`src/rtl/grid_pkg.sv`:
```
// Shared matrix geometry, index widths and heading encodings for the grid stepper.
package grid_pkg;

   localparam int unsigned GRID_W  = 80;
   localparam int unsigned GRID_H  = 50;
   localparam int unsigned IDX_X_W = 7;
   localparam int unsigned IDX_Y_W = 6;
   localparam int unsigned DIR_W   = 2;

   localparam logic [DIR_W-1:0] DIR_UP    = 2'd0;
   localparam logic [DIR_W-1:0] DIR_RIGHT = 2'd1;
   localparam logic [DIR_W-1:0] DIR_DOWN  = 2'd2;
   localparam logic [DIR_W-1:0] DIR_LEFT  = 2'd3;

   // Opposite heading: the encoding puts opposites two apart, so flip bit 1.
   function automatic logic [DIR_W-1:0] reverse_dir(input logic [DIR_W-1:0] d);
      return d ^ 2'b10;
   endfunction

endpackage

```
`src/rtl/grid_step_controller_if.sv`:
```
// Valid/ready channel carrying heading requests into the grid stepper.
interface grid_step_controller_if;
   import grid_pkg::*;

   logic [DIR_W-1:0] dir_req;
   logic             dir_valid;
   logic             dir_ready;

   modport master (output dir_req, output dir_valid, input dir_ready);
   modport slave  (input dir_req, input dir_valid, output dir_ready);

endinterface

```
`src/rtl/grid_step_controller_step_timer.sv`:
```
// Free-running step period counter; tick marks the last cycle of each enabled period.
module step_timer #(
   parameter int unsigned STEP_TICKS = 8_000_000
) (
   input  logic clk,
   input  logic rst,
   input  logic enable,
   output logic tick
);

   localparam int unsigned   CNT_W = $clog2(STEP_TICKS);
   localparam logic [CNT_W-1:0] LAST = CNT_W'(STEP_TICKS - 1);

   logic [CNT_W-1:0] cnt;

   always_comb begin
      tick = enable && (cnt == LAST);
   end

   // Counter holds while paused so a pause of N cycles delays the step by N.
   always_ff @(posedge clk) begin
      if (rst) begin
         cnt <= '0;
      end else if (enable) begin
         cnt <= tick ? '0 : cnt + CNT_W'(1);
      end
   end

endmodule

```
`src/rtl/grid_step_controller.sv`:
```
// Owns the object position on the play matrix and advances it one cell per step,
// applying at most one buffered heading change per step and dropping reversals.
module grid_step_controller
   import grid_pkg::*;
#(
   parameter int unsigned      STEP_TICKS = 8_000_000,
   parameter int unsigned      START_X    = 40,
   parameter int unsigned      START_Y    = 25,
   parameter logic [DIR_W-1:0] START_DIR  = DIR_RIGHT
) (
   input  logic                    clk,
   input  logic                    rst,
   input  logic                    enable,
   grid_step_controller_if.slave   dir,
   output logic [IDX_X_W-1:0]      matrix_idx_x,
   output logic [IDX_Y_W-1:0]      matrix_idx_y,
   output logic [DIR_W-1:0]        heading,
   output logic                    step_pulse
);

   localparam logic [IDX_X_W-1:0] X_MAX = IDX_X_W'(GRID_W - 1);
   localparam logic [IDX_Y_W-1:0] Y_MAX = IDX_Y_W'(GRID_H - 1);

   logic                tick;
   logic                buf_empty;
   logic [DIR_W-1:0]    pend_dir;
   logic [DIR_W-1:0]    eff_dir;
   logic [IDX_X_W-1:0]  next_x;
   logic [IDX_Y_W-1:0]  next_y;
   logic                accept;

   step_timer #(.STEP_TICKS(STEP_TICKS)) u_step_timer (
      .clk    (clk),
      .rst    (rst),
      .enable (enable),
      .tick   (tick)
   );

   assign dir.dir_ready = buf_empty;
   assign accept        = dir.dir_valid && buf_empty;

   // Heading for the coming step and the wrapped neighbour cell in that heading.
   always_comb begin
      eff_dir = heading;
      next_x  = matrix_idx_x;
      next_y  = matrix_idx_y;
      if (!buf_empty && (pend_dir != reverse_dir(heading))) begin
         eff_dir = pend_dir;
      end
      case (eff_dir)
         DIR_UP:    next_y = (matrix_idx_y == '0)    ? Y_MAX : matrix_idx_y - IDX_Y_W'(1);
         DIR_DOWN:  next_y = (matrix_idx_y == Y_MAX) ? '0    : matrix_idx_y + IDX_Y_W'(1);
         DIR_LEFT:  next_x = (matrix_idx_x == '0)    ? X_MAX : matrix_idx_x - IDX_X_W'(1);
         default:   next_x = (matrix_idx_x == X_MAX) ? '0    : matrix_idx_x + IDX_X_W'(1);
      endcase
   end

   // Acceptance only happens with an empty buffer, so it never collides with a drain.
   always_ff @(posedge clk) begin
      if (rst) begin
         matrix_idx_x <= IDX_X_W'(START_X);
         matrix_idx_y <= IDX_Y_W'(START_Y);
         heading      <= START_DIR;
         step_pulse   <= 1'b0;
         buf_empty    <= 1'b1;
         pend_dir     <= DIR_UP;
      end else begin
         step_pulse <= tick;
         if (tick) begin
            heading      <= eff_dir;
            matrix_idx_x <= next_x;
            matrix_idx_y <= next_y;
            buf_empty    <= 1'b1;
         end
         if (accept) begin
            pend_dir  <= dir.dir_req;
            buf_empty <= 1'b0;
         end
      end
   end

endmodule

```
`src/flat_wrapper.sv`:
```
// flat-port wrapper written by rule: the top's interface ports become plain ports
module grid_step_controller_flat import grid_pkg::*;
#(
   parameter int unsigned      STEP_TICKS = 8_000_000,
   parameter int unsigned      START_X    = 40,
   parameter int unsigned      START_Y    = 25,
   parameter logic [DIR_W-1:0] START_DIR  = DIR_RIGHT
)
  (clk, rst, enable, matrix_idx_x, matrix_idx_y, heading, step_pulse, dir_dir_req, dir_dir_valid, dir_dir_ready);
  grid_step_controller_if dir_i ();
  input  logic clk;
  input  logic rst;
  input  logic enable;
  output logic [IDX_X_W-1:0] matrix_idx_x;
  output logic [IDX_Y_W-1:0] matrix_idx_y;
  output logic [DIR_W-1:0] heading;
  output logic step_pulse;
  input wire logic [$bits(dir_i.dir_req)-1:0] dir_dir_req;
  input wire logic [$bits(dir_i.dir_valid)-1:0] dir_dir_valid;
  output wire logic [$bits(dir_i.dir_ready)-1:0] dir_dir_ready;
  assign dir_i.dir_req = dir_dir_req;
  assign dir_i.dir_valid = dir_dir_valid;
  assign dir_dir_ready = dir_i.dir_ready;
  grid_step_controller #(.STEP_TICKS(STEP_TICKS), .START_X(START_X), .START_Y(START_Y), .START_DIR(START_DIR)) u_core (.clk(clk), .rst(rst), .enable(enable), .dir(dir_i), .matrix_idx_x(matrix_idx_x), .matrix_idx_y(matrix_idx_y), .heading(heading), .step_pulse(step_pulse));
endmodule
```
`config.mk`:
```
export PLATFORM = sky130hd
export DESIGN_NAME = grid_step_controller_flat
export DESIGN_NICKNAME = d
export VERILOG_FILES = /design/src/rtl/grid_pkg.sv /design/src/rtl/grid_step_controller_if.sv /design/src/rtl/grid_step_controller_step_timer.sv /design/src/rtl/grid_step_controller.sv /design/src/flat_wrapper.sv
export SDC_FILE = /design/constraint.sdc
export NUM_CORES = 1
export LEC_CHECK = 0
export BUFFER_PORTS_ARGS = -buffer_cell sky130_fd_sc_hd__clkbuf_2
export CELL_PAD_IN_SITES_DETAIL_PLACEMENT = 2
export CELL_PAD_IN_SITES_GLOBAL_PLACEMENT = 2
export CORE_ASPECT_RATIO = 0.6
export CORE_UTILIZATION = 37
export CTS_BUF_LIST = sky130_fd_sc_hd__clkbuf_4 sky130_fd_sc_hd__clkbuf_8
export DETAILED_ROUTE_END_ITERATION = 8
export PLACE_DENSITY_LB_ADDON = 0.1
export SLEW_MARGIN = 5
export SYNTH_ARGS = -nofsm -noshare
export SYNTH_HDL_FRONTEND = slang
export SYNTH_HIERARCHICAL = 1
export SYNTH_SLANG_ARGS = --single-unit
export TNS_END_PERCENT = 5
```
`constraint.sdc`:
```
create_clock -name clk -period 3 [get_ports clk]
set_input_delay 0 -clock clk [delete_from_list [all_inputs] [get_ports clk]]
set_output_delay 0 -clock clk [all_outputs]
set_load 0.05 [all_outputs]
```
==> results by group <==
Drt
  • Wirelength per Cell: 19.1 um
  • DRT iter0 DRCs: 94
  • Via count: 2,476
  • Antenna viol nets, final: 0
  • DRT Pass-1 Iters: 4
  • Drt drc: 0
  • Via/cell ratio: 5.91
  • Drt total wl: 7.99 mm

Setup path
  • R2r endpoint: u_core/matrix_idx_x[5]
  • Crit Path Category: flop to flop
  • Reg2reg path depth: 7
  • CP max FO: 12
  • Startpoint types: flop
  • Reg2reg start: u_core/u_step_timer/cnt[15]
  • CP endpoint kind: flop
  • Arrival time worst endpoint: 2.83 ns
  • R2R Setup Slk: 0.41 ns
  • Data required time at the worst endpoint: 3.24 ns

Synthesis
  • Post-synth EDFFs: 0
  • Asr flop ratio synth: 0
  • Area contributors post-synth: dfxtp_1, ha_1, nand2_1
  • Cell Area, Synth: 0.00251 sq mm
  • Post-synthesis cell type count: 54
  • Area leader, netlist: dfxtp_1
  • Synth cell count leaders: dfxtp_1, nand2_1, nor2_1
  • Syn Nets: 328
  • Most frequent cell after synthesis: dfxtp_1
  • Synth warnings: 6
  • Post-synthesis sequential area ratio: 0.335
  • Synthesized instance count: 314
  • #FFs+latches synth: 42
  • Avg Inst Size Synth: 8.00 sq um
  • Top cell type's share of synthesized area: 0.335
  • Top FF cell, synth: dfxtp_1

Place
  • Gpl congestion: 0.791
  • I/O Buffers: 22
  • Dpl cell area: 0.00268 sq mm
  • DP HPWL: 5.83 mm
  • Placement Setup Slack: 0.474 ns
  • DP Cell Count: 407

Run status
  • Outcome: finished, final reports clean

Worst hold path
  • HP Start: enable
  • Hold Path Stages: 3
  • Worst Hold End: u_core/u_step_timer/cnt[1]
  • Worst Hold Class: input port to flop

Pwr
  • Max IR drop VDD: 0.000155 V
  • Gate power share: 0.046
  • P_sw: 0.256 mW
  • PwrDens: 386 mW/mm^2
  • Total chip power: 1.09 mW
  • Sw Ratio: 0.234
  • Clock power share: 0.432
  • LEAKAGE: 1.02 nW
  • Sequential share of power: 0.522
  • Int Pwr: 0.839 mW

Timing
  • Setup_tns: 0 ns
  • Final hold violation count: 0
  • Slew @ Worst Pin: 0.566 ns
  • Final worst-path cycle share: 0.863
  • Final max-slew violation count: 0
  • Final Worst Setup Slack: 0.412 ns
  • Clk_skew: 0.00668 ns
  • # setup viols final: 0
  • Highest achievable clock rate: 386 MHz
  • Post-layout min period: 2.59 ns
  • Slew margin rel.: 0.623
  • RSZ-0062 raised after global routing: false
  • Hold slack: 0.0416 ns

Global route
  • Antenna violations before repair: 0
  • Total gr overflow: 0
  • Global-route usage over all layers: 0.243
  • First-pass GRT wire length: 13.4 mm
  • Vias in the first global route: 2,580
  • Largest net degree at the start of global routing: 26

Clocking
  • # Post-CTS Setup Buffers: 0
  • Clock Latency Late Sink: 0.31 ns
  • CTS clk-pin slew, worst paths: 0.09 ns
  • TritonCTS clock tree: yes
  • H-Tree Depth: 2
  • CTS max path bufs: 2
  • CTS Root Cell: clkbuf_8
  • CTS buffer count: 5
  • # clock sinks: 42

Final layout
  • Area Overhead vs Synth: 13.0%
  • Layout fillers: 743
  • Final Instance Area: 0.00284 sq mm
  • Diodes inserted: 0
  • Share of cells above drive strength 1: 0.119
  • Final core utilization: 0.448
  • Post-Layout Cell Count: 419
  • Nets: 348

Floorplanning
  • Boundary Pins: 23
  • Core Rows: 22
  • Die height: 65.8 um
  • Die ar.: 0.00713 sq mm
  • Initial Util: 0.397
  • Die Wd: 108 um
  • Core area: 0.00633 sq mm

Run
  • Max-cap violations: 0
==> cell usage in the layout, fill, tap and decap left out, types with 4 or more instances in the layout <==
master,n
nand4_1,5
nor2b_1,8
a31oi_1,4
or3_1,12
or4_1,6
nand3_1,19
inv_1,11
a211oi_1,5
and3_1,5
nand2b_1,4
xor2_1,8
nor4_1,4
o21ai_1,4
nand2_1,26
clkbuf_2,22
nor2_1,25
ha_1,8
nor3b_1,4
xnor2_1,8
dlygate4sd3_1,4
dfxtp_1,42
nor3_1,8
o31ai_1,5
o21ai_0,15
clkbuf_8,5
a21oi_1,15
nand3b_1,6
==> power by group through the flow <==
stage                     combinational, mW  sequential, mW  clock, mW
after floorplan                      0.0277           0.583          0
after global placement               0.0444           0.583          0
after detailed placement             0.0452           0.584          0
after CTS                            0.0499           0.571      0.494
after global routing                 0.0540           0.572      0.518
final                                0.0503           0.571      0.473
==> worst max-delay path, stage by stage, from the launching register on <==
cell      delay (ns)
dfxtp_1         0.36
nor4b_1         0.47
nand3b_1        0.24
nor4_1          0.33
buf_4           0.20
nand2b_1        0.27
or4_1           0.55
nand4b_1        0.11
==> layout make-up <==
type | instances | area [sq um] | share of cell area
Tap cell | 84 | 105 | 0.0370
Inverter | 11 | 41.3 | 0.0146
Multi-Input combinational cell | 245 | 1560 | 0.551
Clock inverter | 2 | 37.5 | 0.0132
Sequential cell | 42 | 841 | 0.296
Timing Repair Buffer | 29 | 173 | 0.0608
Clock buffer | 6 | 76.3 | 0.0269
==> repair_timing <==
| item | in CTS | in global routing |
|---|---|---|
| hold endpoints to repair | 2 | 0 |
| hold buffers | 4 | 0 |
| resized for setup | 0 | 0 |
| endpoints found under the setup margin | 0 | 0 |
==> cells by family (layout without fill, tap and decap cells) <==
family / count (synthesis) / after routing / synth area share
AND/OR/NAND/NOR: 148 / 148 / 0.332
AO/OA/AOI/OAI: 70 / 70 / 0.180
flip-flops: 42 / 42 / 0.335
buffers and inverters: 27 / 48 / 0.0443
XOR/XNOR: 16 / 16 / 0.0558
adder cells (fa/ha/maj): 8 / 8 / 0.0399
multiplexers: 3 / 3 / 0.0125
==> registers in the layout (all words and copies together), names as in the netlist <==
| name | flops |
|---|---|
| u_core/u_step_timer/cnt | 23 |
| u_core/matrix_idx_x | 7 |
| u_core/matrix_idx_y | 6 |
| u_core/heading | 2 |
| u_core/pend_dir | 2 |
| u_core/dir.dir_ready | 1 |
| u_core/step_pulse | 1 |
==> per-layer routing <==
layer	GRT usage	part of all wire	vias to the layer above
met5	0	0	-
met4	0.0473	0.0055	0
met3	0.0463	0.028	7
met2	0.389	0.44	40
met1	0.343	0.52	1241
li1	-	-	1188
==> worst max-delay path by stage <==
stage / start / end / slack, ns / depth (start not counted)
6_report: u_core/u_step_timer/cnt[15] / u_core/matrix_idx_x[5] / 0.41 / 7
5_1_grt: u_core/u_step_timer/cnt[15] / u_core/matrix_idx_x[3] / 0.19 / 8
4_1_cts: u_core/u_step_timer/cnt[15] / u_core/matrix_idx_x[5] / 0.42 / 7
3_5_place_dp: u_core/u_step_timer/cnt[15] / u_core/matrix_idx_x[5] / 0.47 / 7
3_3_place_gp: u_core/u_step_timer/cnt[15] / u_core/matrix_idx_x[5] / 0.67 / 7
2_1_floorplan: u_core/u_step_timer/cnt[0] / u_core/matrix_idx_y[0] / 0.60 / 8
Power figures use the tool's default switching activity.
